<file path="config.mk">
export PLATFORM = sky130hd
export DESIGN_NAME = sub_nibbles
export DESIGN_NICKNAME = d
export VERILOG_FILES = /design/src/rtl/sub_nibbles.sv
export SDC_FILE = /design/constraint.sdc
export NUM_CORES = 1
export LEC_CHECK = 0
export CAP_MARGIN = 30
export CORE_MARGIN = 2
export CORE_UTILIZATION = 47
export CTS_CLUSTER_DIAMETER = 100
export DETAILED_ROUTE_END_ITERATION = 16
export GPL_TIMING_DRIVEN = 0
export HOLD_SLACK_MARGIN = 0.05
export MAX_ROUTING_LAYER = met4
export PLACE_DENSITY_LB_ADDON = 0.15
export SLEW_MARGIN = 20
export SYNTH_ARGS = -nofsm -noshare
export SYNTH_HDL_FRONTEND = slang
export SYNTH_SLANG_ARGS = --single-unit
export TNS_END_PERCENT = 30
</file>
<file path="constraint.sdc">
create_clock -name clk -period 2.7 [get_ports clk]
set_clock_uncertainty 0.15 [all_clocks]
set_input_delay 0.81 -clock clk [delete_from_list [all_inputs] [get_ports clk]]
set_output_delay 0.81 -clock clk [all_outputs]
set_load 0.005 [all_outputs]
</file>
<file path="src/rtl/sub_nibbles.sv">
// Nibble-serial 4-bit S-box substitution of a 16-bit word, forward or inverse.
// Result appears 4 clocks after start is accepted; start is ignored while busy.
module sub_nibbles (
  input  logic        clk,
  input  logic        rst,
  input  logic        cript,
  input  logic        decript,
  input  logic        start,
  input  logic [15:0] data_in,
  output logic [15:0] data_out,
  output logic        busy,
  output logic        done
);

  typedef enum logic {S_IDLE = 1'b0, S_SUB = 1'b1} state_t;

  state_t      r_state;
  state_t      w_state_nxt;
  logic [1:0]  r_idx;
  logic [15:0] r_work;
  logic        r_mode_fwd;
  logic [15:0] r_data_out;
  logic        r_done;

  logic        w_accept;
  logic [3:0]  w_nib;
  logic [3:0]  w_sub;
  logic [15:0] w_work_nxt;

  function automatic logic [3:0] sbox_fwd(input logic [3:0] n);
    case (n)
      4'h0: sbox_fwd = 4'hC;  4'h1: sbox_fwd = 4'h5;
      4'h2: sbox_fwd = 4'h6;  4'h3: sbox_fwd = 4'hB;
      4'h4: sbox_fwd = 4'h9;  4'h5: sbox_fwd = 4'h0;
      4'h6: sbox_fwd = 4'hA;  4'h7: sbox_fwd = 4'hD;
      4'h8: sbox_fwd = 4'h3;  4'h9: sbox_fwd = 4'hE;
      4'hA: sbox_fwd = 4'hF;  4'hB: sbox_fwd = 4'h8;
      4'hC: sbox_fwd = 4'h4;  4'hD: sbox_fwd = 4'h7;
      4'hE: sbox_fwd = 4'h1;  default: sbox_fwd = 4'h2;
    endcase
  endfunction

  function automatic logic [3:0] sbox_inv(input logic [3:0] n);
    case (n)
      4'h0: sbox_inv = 4'h5;  4'h1: sbox_inv = 4'hE;
      4'h2: sbox_inv = 4'hF;  4'h3: sbox_inv = 4'h8;
      4'h4: sbox_inv = 4'hC;  4'h5: sbox_inv = 4'h1;
      4'h6: sbox_inv = 4'h2;  4'h7: sbox_inv = 4'hD;
      4'h8: sbox_inv = 4'hB;  4'h9: sbox_inv = 4'h4;
      4'hA: sbox_inv = 4'h6;  4'hB: sbox_inv = 4'h3;
      4'hC: sbox_inv = 4'h0;  4'hD: sbox_inv = 4'h7;
      4'hE: sbox_inv = 4'h9;  default: sbox_inv = 4'hA;
    endcase
  endfunction

  assign w_accept = (r_state == S_IDLE) && start && (cript || decript);
  assign w_nib    = r_work[{r_idx, 2'b00} +: 4];
  assign w_sub    = r_mode_fwd ? sbox_fwd(w_nib) : sbox_inv(w_nib);

  always_comb begin
    w_work_nxt = r_work;
    w_work_nxt[{r_idx, 2'b00} +: 4] = w_sub;
  end

  always_ff @(posedge clk or negedge rst) begin
    if (!rst) r_state <= S_IDLE;
    else      r_state <= w_state_nxt;
  end

  always_comb begin
    w_state_nxt = r_state;
    case (r_state)
      S_IDLE:  if (w_accept) w_state_nxt = S_SUB;
      S_SUB:   if (r_idx == 2'd3) w_state_nxt = S_IDLE;
      default: w_state_nxt = S_IDLE;
    endcase
  end

  always_comb begin
    busy     = (r_state == S_SUB);
    done     = r_done;
    data_out = r_data_out;
  end

  // data_out is only written on the final nibble, so partial words never leak out
  always_ff @(posedge clk or negedge rst) begin
    if (!rst) begin
      r_idx      <= 2'd0;
      r_work     <= 16'h0000;
      r_mode_fwd <= 1'b1;
      r_data_out <= 16'h0000;
      r_done     <= 1'b0;
    end else begin
      r_done <= 1'b0;
      if (r_state == S_IDLE) begin
        if (w_accept) begin
          r_work     <= data_in;
          r_idx      <= 2'd0;
          r_mode_fwd <= cript;
        end
      end else begin
        r_work <= w_work_nxt;
        r_idx  <= r_idx + 2'd1;
        if (r_idx == 2'd3) begin
          r_data_out <= w_work_nxt;
          r_done     <= 1'b1;
        end
      end
    end
  end

endmodule

</file>
==> results_dict.tcl, run 1 <==
set metrics [dict create \
    status "finished, violations left" \
    violations "negative setup slack" \
    cp.arrival_ns 2.78 \
    syn_area_per_cell_um2 9.702 \
    intPower_mw 2.531 \
    reg2reg_depth 8 \
    r2r_slack_ns -0.01 \
    setup_slack_ns -0.01442 \
    power.total_mw 4.503 \
    final_cells 334 \
    hold_violations 0 \
    yosysTopAreaCell "dfrtp_1" \
    power_frac_clock_pct 11.5 \
    switching_share_pct 43.78 \
    r2r_end "r_work[10]" \
    p_leak_nw 1.183 \
    diodes 0 \
    via_per_inst 5.913 \
    ios 39 \
    root_buffer "clkbuf_8" \
    finalCritPeriodShare_pct 100.5 \
    htree_levels 2 \
    max_slew_margin_pct 64.65 \
    dpl.cell_count 311 \
    rsz0062_at_grt "true" \
    async_flop_share_pct 100.0 \
    synth_top_area_share_pct 42.20 \
    syn_nets 252 \
    p_switching_mw 1.971 \
    dp_hpwl_um 4119 \
    grt_max_degree 28 \
    cts.hold.buffers_added 0 \
    yosys-top-cells-count "dfrtp_1, o21ai_0, a21oi_1" \
    synth.most_common_cell "dfrtp_1" \
    fin_area_mm2 0.002868 \
    cts_tree "done" \
    powerDensity_mw_per_mm2 1570 \
    synth_warnings 0 \
    synth_edf_count 0 \
    dieWidth_um 71.39 \
    die_y_um 71.39 \
    routed_wl_um 5900 \
    start_util_pct 49.02 \
    peakVddDrop_uv 593.1 \
    yosys_most_used_dff "dfrtp_1" \
    rows 24 \
    rr_startpoint "r_idx[0]" \
    p_seq_share_pct 21.5 \
    first_global_vias 1962 \
    synth_cells 220 \
    clk_pin_slew_ns 0.08 \
    grtUsageTotal_pct 25.12 \
    min_period_ns 2.714 \
    hold_path.class "primary input to asynchronous set/reset pin" \
    synth.distinct_cells 40 \
    clock_path_buffers 2 \
    ys_seq_area_share_pct 43.43 \
    max_cap_viol_count 0 \
    grt_pass1_wl_um 9611 \
    antenna_found_initial 0 \
    crit_fanout 8 \
    ant_nets 0 \
    critPathCaptureType "register" \
    drive_gt1_share_pct 17.02 \
    overflow 0 \
    drtPass1Iterations 4 \
    tightestPinTransition_ns 0.5303 \
    fmax_mhz 368.4 \
    hold_slack_ns 0.2205 \
    pwr-share-comb_pct 67.1 \
    synth-seq-cells 37 \
    path_class "register to register" \
    fin_nets 313 \
    core_area_mm2 0.004354 \
    start_kind "register" \
    drt_iter0_drc 208 \
    cts-buffers-inserted 5 \
    fillerInstances 372 \
    final_max_slew_viol_count 0 \
    worstPathRequired_ns 2.77 \
    drt-wirelength-per-cell_um 17.66 \
    clock-sinks 37 \
    clock_latency_ns 0.30 \
    synthTopCellsByArea "dfrtp_1, ha_1, o21ai_0" \
    die-area_mm2 0.005097 \
    finalSetupViolations 3 \
    syn_area_mm2 0.002135 \
    drc 0 \
    area_growth_pct 34.35 \
    port-buffer-count 38 \
    gp_congestion 0.9420 \
    routed-via-count 1975 \
    placed_area_mm2 0.002620 \
]
worst max-delay path, cell delays in order (launching register included):
cell      delay [ns]
dfrtp_1         0.37
buf_6           0.12
mux4_2          0.57
inv_4           0.10
ha_4            0.21
mux2_4          0.30
a222oi_1        0.37
o21ai_2         0.23
o21ai_1         0.21
stage by stage:
stage	utilization, %	setup TNS [ns]	worst slack, ns
finish	65.86	-0.02029	-0.01442
global route	65.86	-0.6496	-0.1074
CTS	64.51	-0.03177	-0.01279
detailed placement	60.17	-6.199	-0.2954
global placement	59.83	-12.76	-0.2638
floorplan	-	-0.04895	-0.02285
state kept, by name, summed over array words and instances (netlist names):
signal	count
r_mode_fwd	1
done	1
data_out	16
r_work	16
busy	1
r_idx	2
cells in the final DEF (no fill, tap or decap), types with 6 or more instances in the layout:
master and n:
clkbuf_8 6, nor3_1 9, nand2_1 12, clkdlybuf4s50_1 37, ha_1 8, o21ai_0 17, nor3b_1 12, o22ai_1 7
a21oi_1 21, inv_1 8, buf_4 14, a22oi_1 9, clkbuf_1 10, nor2_1 7, o21ai_1 14, dfrtp_1 36
cell type report:
type	count	area [um2]	share of cell area, %
buffer	13	58.81	2.051
clock buffer	6	82.58	2.880
clock inverter	2	37.54	1.309
inverter	10	40.04	1.396
multi-input combinational	159	1134	39.53
sequential	37	927.1	32.33
tap	52	65.06	2.269
timing repair buffer	55	523.0	18.24
power groups by stage:
stage	clock network (mW)	registers (mW)	logic, mW
2_1_floorplan	0	0.936	1.75
5_1_grt	0.541	0.995	3.25
4_1_cts	0.520	0.964	2.77
3_3_place_gp	0	0.972	2.49
3_5_place_dp	0	0.977	2.56
6_report	0.516	0.967	3.02
worst max-delay path by stage:
stage | slack, ns | endpoint | start | cells past startpoint
2_1_floorplan | -0.02 | r_work[6] | r_idx[0] | 9
3_3_place_gp | -0.26 | r_work[6] | r_idx[0] | 9
3_5_place_dp | -0.30 | r_work[10] | r_idx[0] | 9
4_1_cts | -0.01 | data_out[4] | r_idx[0] | 9
5_1_grt | -0.11 | r_work[6] | r_idx[0] | 8
6_report | -0.01 | r_work[10] | r_idx[0] | 8
timing repair:
| action | 4_1_cts | 5_1_grt |
|---|---|---|
| buffers inserted | 11 | 5 |
| resized for setup | 3 | 12 |
| pin swaps | 4 | 5 |
| endpoints found under the hold margin | 0 | 0 |
| setup endpoints to repair | 32 | 24 |
cell families after synthesis:
logic type,synth area share [%]
AO/OA/AOI/OAI,23.45
AND/OR/NAND/NOR,13.60
flip-flops,43.43
buffers and inverters,4.690
multiplexers,8.382
adder cells (fa/ha/maj),6.448
per-layer routing:
metal | GRT usage, % | up-vias | share of wire [%]
met5 | - | - | 0
met4 | 9.853 | 0 | 1.5
met3 | 5.204 | 10 | 6.5
met2 | 38.27 | 73 | 48
met1 | 33.03 | 949 | 44
li1 | - | 943 | -
Power figures use the tool's default switching activity.
==> inputs of run 2 (changes only) <==
--- a/config.mk
+++ b/config.mk
@@ -6,9 +6,12 @@
 export NUM_CORES = 1
 export LEC_CHECK = 0
 export CAP_MARGIN = 30
+export CELL_PAD_IN_SITES_DETAIL_PLACEMENT = 1
+export CELL_PAD_IN_SITES_GLOBAL_PLACEMENT = 2
+export CORE_ASPECT_RATIO = 0.7
 export CORE_MARGIN = 2
-export CORE_UTILIZATION = 47
-export CTS_CLUSTER_DIAMETER = 100
+export CORE_UTILIZATION = 29
+export CTS_CLUSTER_DIAMETER = 30
 export DETAILED_ROUTE_END_ITERATION = 16
 export GPL_TIMING_DRIVEN = 0
 export HOLD_SLACK_MARGIN = 0.05
==> run 2 against run 1 <==
Net effect:
- global-route usage decreased by 6.3 points
- first-iteration DRC count shrank 41%
- critical path depth is the same
- the flow still finishes with violations (negative setup slack)
- non-clock buffer count fell by 1
- worst setup slack better by 0.012 ns
- clock power up 11%
- critical path type unchanged
- die area is 58% higher
- clock-buffer cell count decreased by 1
- sequential share of layout area decreased by 1.1 points
==> results_dict.tcl, run 2 (synthesized netlist as in run 1, its figures left out) <==
set metrics [dict create \
    p_leak_nw 1.204 \
    worstPathBufferInverterCount 2 \
    drtPass1Iterations 4 \
    path_class "register to register" \
    routed_wl_um 7035 \
    ant_nets 0 \
    min_period_ns 2.702 \
    pwr-share-comb_pct 66.8 \
    setup_slack_ns -0.001932 \
    dieWidth_um 106.5 \
    crit_path_cell_trace "buf_6, mux4_2, inv_4, ha_4, mux2_4, a222oi_1, o21ai_2, o22ai_1" \
    grt_pass1_wl_um 11040 \
    rsz0062_at_grt "true" \
    diodes 0 \
    clk_pin_slew_ns 0.08 \
    dp_hpwl_um 5126 \
    p_seq_share_pct 21.0 \
    crit_cells 8 \
    start_kind "register" \
    clock-sinks 37 \
    critPathMaxStageDelay_ns 0.55 \
    routed-via-count 1959 \
    hold_violations 0 \
    drt_iter0_drc 122 \
    ios 39 \
    hold_path.class "primary input to asynchronous set/reset pin" \
    power_frac_clock_pct 12.2 \
    tightestPinTransition_ns 0.5342 \
    drt-wirelength-per-cell_um 18.56 \
    r2r_slack_ns -0.002 \
    final_common_cell "clkdlybuf4s50_1" \
    gp_congestion 0.7815 \
    area_growth_pct 38.98 \
    rows 26 \
    htree_levels 2 \
    worstPathRequired_ns 2.76 \
    first_global_vias 1920 \
    powerDensity_mw_per_mm2 1590 \
    port-buffer-count 38 \
    finalSetupViolations 1 \
    intPower_mw 2.612 \
    crit_fanout 8 \
    power.total_mw 4.717 \
    p_switching_mw 2.105 \
    start_util_pct 29.56 \
    switching_share_pct 44.62 \
    overflow 0 \
    die-area_mm2 0.008074 \
    hold_slack_ns 0.2837 \
    drive_gt1_share_pct 19.22 \
    cts.hold.buffers_added 0 \
    cp_slowest_cell "mux4_2" \
    fmax_mhz 370.1 \
    cts_tree "done" \
    cp.arrival_ns 2.76 \
    reg2reg_depth 8 \
    grtUsageTotal_pct 18.84 \
    status "finished, violations left" \
    critPathTopFamily "multiplexers" \
    core_area_mm2 0.007222 \
    max_slew_margin_pct 64.01 \
    final_cell_mix "clkdlybuf4s50_1, dfrtp_1, a21oi_1" \
    antenna_found_initial 0 \
    max_cap_viol_count 0 \
    via_per_inst 5.169 \
    grt_max_degree 23 \
    fin_nets 312 \
    die_y_um 75.78 \
    critPathCaptureType "register" \
    cts-buffers-inserted 5 \
    finalCritPeriodShare_pct 100.1 \
    peakVddDrop_uv 534.1 \
    clock_latency_ns 0.29 \
    clock_path_buffers 2 \
    violations "negative setup slack" \
    final_max_slew_viol_count 0 \
    drc 0 \
    root_buffer "clkbuf_8" \
]
## run 2: path summary, 6_finish.rpt
kind,from,endpoint
max,r_idx[0],r_work[14]
min,rst,busy
max reg2reg,r_idx[0],r_work[14]
min reg2reg,data_out[15],data_out[15]
max in group asynchronous,rst,r_mode_fwd
min in group clk,data_out[15],data_out[15]
## run 2: routing by layer
metal | track usage (%) | up-vias | share of wire, %
met5 | - | - | 0
met4 | 3.463 | 0 | 0.63
met3 | 3.080 | 4 | 5.6
met2 | 28.13 | 65 | 43
met1 | 27.24 | 956 | 51
li1 | - | 934 | -
## run 2: per-stage QoR
step,instances,setup WS [ns],util [%],TNS [ns],area [um2]
global placement,356,-0.3567,36.87,-19.73,2663
detailed placement,357,-0.3763,37.08,-8.498,2678
CTS,372,-0.05242,39.71,-0.1653,2868
global route,379,-0.1293,41.08,-1.391,2967
finish,379,-0.001932,41.08,-0.001932,2967
floorplan,220,-0.02285,-,-0.04895,2160
## run 2: cell type report
type | count | area [um2]
Buffer | 13 | 58.81
Inverter | 10 | 40.04
Clock buffer | 5 | 68.82
Multi-Input combinational cell | 159 | 1169
Fill cell | 815 | 4255
Sequential cell | 37 | 927.1
Timing Repair Buffer | 54 | 515.5
Tap cell | 98 | 122.6
Clock inverter | 3 | 65.06
## run 2: power by group through the flow
stage          logic (mW)  registers (mW)  clock network, mW
3_3_place_gp         2.66           0.995                  0
4_1_cts              2.86           0.987              0.588
6_report             3.15           0.992              0.575
2_1_floorplan        1.75           0.936                  0
3_5_place_dp         2.67            1.00                  0
5_1_grt              3.44            1.02              0.625
## run 2: timing repair
| item | CTS | global route |
|---|---|---|
| buffers inserted | 8 | 7 |
| cloned | 0 | 0 |
| pin swaps | 7 | 12 |
| endpoints found under the setup margin | 32 | 33 |
| resized for setup | 5 | 18 |
==> inputs of run 3 (changes only) <==
--- a/config.mk
+++ b/config.mk
@@ -9,15 +9,14 @@
 export CELL_PAD_IN_SITES_DETAIL_PLACEMENT = 1
 export CELL_PAD_IN_SITES_GLOBAL_PLACEMENT = 2
 export CORE_ASPECT_RATIO = 0.7
-export CORE_MARGIN = 2
-export CORE_UTILIZATION = 29
+export CORE_UTILIZATION = 25
 export CTS_CLUSTER_DIAMETER = 30
 export DETAILED_ROUTE_END_ITERATION = 16
 export GPL_TIMING_DRIVEN = 0
 export HOLD_SLACK_MARGIN = 0.05
 export MAX_ROUTING_LAYER = met4
 export PLACE_DENSITY_LB_ADDON = 0.15
-export SLEW_MARGIN = 20
+export SLEW_MARGIN = 5
 export SYNTH_ARGS = -nofsm -noshare
 export SYNTH_HDL_FRONTEND = slang
 export SYNTH_SLANG_ARGS = --single-unit
==> run 3 against run 2 <==
Net effect:
- the run still ends with negative setup slack left
- sequential power down 0.6%
- worst hold slack worse by 0.065 ns
- routed wire length up 4.3%
- via count about the same
- utilization down 4.5 points
- critical path depth unchanged
- flip-flop and latch count unchanged
- register-to-register slack worse by 0.06 ns
- cell count down 0.26%
- fmax down 2.0%
- critical path type unchanged
- largest cell class unchanged
==> results_dict.tcl, run 3 (synthesized netlist as in run 1, its figures left out) <==
set metrics [dict create \
    status "finished, violations left" \
    violations "negative setup slack" \
    setup_slack_ns -0.05705 \
    start_util_pct 26.44 \
    gp_congestion 0.8139 \
    max_cap_viol_count 0 \
    root_buffer "clkbuf_16" \
    drc 0 \
    path_class "register to register" \
    area_growth_pct 38.45 \
    first_global_vias 2027 \
    final_common_cell "clkdlybuf4s50_1" \
    drt-wirelength-per-cell_um 19.42 \
    placed_area_mm2 0.002681 \
    critPathCaptureType "register" \
    p_leak_nw 1.197 \
    worstPathRequired_ns 2.75 \
    m1WireLength_um 3962 \
    hold_slack_ns 0.2189 \
    port-buffer-count 38 \
    p_seq_share_pct 21.2 \
    routed-via-count 1958 \
    die-area_mm2 0.008918 \
    top_layer "met4" \
    overflow 0 \
    die_y_um 79.31 \
    cts_tree "done" \
    grtUsageTotal_pct 18.20 \
    reg2reg_depth 8 \
    final_cells 378 \
    min_period_ns 2.757 \
    finalCritPeriodShare_pct 102.1 \
    final_max_slew_viol_count 0 \
    clock-sinks 37 \
    power_frac_clock_pct 16.2 \
    cts.hold.buffers_added 0 \
    powerDensity_mw_per_mm2 1572 \
    intPower_mw 2.595 \
    dpl.cell_count 360 \
    crit_fanout 8 \
    final_cell_mix "clkdlybuf4s50_1, dfrtp_1, a21oi_1" \
    hold_violations 0 \
    drive_gt1_share_pct 16.25 \
    grt_max_degree 32 \
    cts-buffers-inserted 5 \
    clk_pin_slew_ns 0.06 \
    p_switching_mw 2.051 \
    rows 27 \
    drtPass1Iterations 5 \
    ant_nets 0 \
    htree_levels 2 \
    fin_nets 308 \
    core_area_mm2 0.008074 \
    hold_path.class "primary input to asynchronous set/reset pin" \
    antenna_found_initial 0 \
    start_kind "register" \
    max_slew_margin_pct 56.10 \
    dp_hpwl_um 5247 \
    pwr-share-comb_pct 62.6 \
    dp_slack_ns -0.3547 \
    tightestPinTransition_ns 0.6585 \
    switching_share_pct 44.15 \
    clock_path_buffers 2 \
    routed_wl_um 7341 \
    drt_iter0_drc 75 \
    fin_area_mm2 0.002955 \
    via_per_inst 5.180 \
    met2WireLength_um 3107 \
    finalSetupViolations 8 \
    diodes 0 \
    ios 39 \
    cp.arrival_ns 2.80 \
    wl_met3_um 244 \
    dieWidth_um 112.4 \
    clock_latency_ns 0.28 \
    rsz0062_at_grt "true" \
    grt_pass1_wl_um 11670 \
    fmax_mhz 362.7 \
    peakVddDrop_uv 471.7 \
]
-- run 3: changes by cell type in the layout (fill, tap and decap cells not counted), sizes merged --
cell / previous run / this run
buf: 20 / 16
-- run 3: timing repair --
item,in CTS,in global routing
resized for setup,4,13
endpoints found under the setup margin,32,29
setup buffers,8,3
pin swaps,8,8
-- run 3: worst paths after layout --
check                                  start      endpoint  slack, ns
max in group asynchronous                rst    r_mode_fwd       1.70
worst max-delay path                r_idx[0]    r_work[14]      -0.06
min in group clk                data_out[12]  data_out[12]       0.34
worst max register to register      r_idx[0]    r_work[14]      -0.06
worst min-delay path                     rst   data_out[8]       0.22
worst min register to register  data_out[12]  data_out[12]       0.34
-- run 3: worst max-delay path, stage by stage, from the launching register on --
cell,delay [ns]
dfrtp_1,0.36
buf_6,0.13
mux4_2,0.59
inv_4,0.10
ha_4,0.21
mux2_4,0.29
a222oi_1,0.38
o21ai_2,0.25
o22ai_1,0.22
-- run 3: area by class of cell --
cell class                 count  area [um2]
clock inverter                 3       65.06
sequential                    37       927.1
inverter                      10       40.04
clock buffer                   5       125.1
timing repair buffer          50       481.7
fill                         917        5119
buffer                        13       58.81
multi-input combinational    159        1131
tap                          101       126.4
-- run 3: power groups by stage --
stage | logic, mW | registers (mW) | clock network, mW
global route | 3.22 | 1.02 | 0.803
detailed placement | 2.70 | 0.998 | 0
CTS | 2.85 | 0.984 | 0.771
floorplan | 1.75 | 0.936 | 0
finish | 2.91 | 0.986 | 0.753
global placement | 2.69 | 0.991 | 0
-- run 3: stage by stage --
stage	power (mW)	TNS (ns)	util, %
2_1_floorplan	2.691	-0.04895	-
3_3_place_gp	3.683	-20.89	33.02
3_5_place_dp	3.695	-8.215	33.21
4_1_cts	4.605	-0.2866	36.23
5_1_grt	5.043	-2.721	36.60
6_report	4.646	-0.2561	36.60
-- run 3: per-layer routing --
| metal | GRT usage [%] | vias up |
|---|---|---|
| met5 | - | - |
| met4 | 2.800 | 0 |
| met3 | 3.740 | 4 |
| met2 | 26.58 | 53 |
| met1 | 26.23 | 971 |
| li1 | - | 930 |
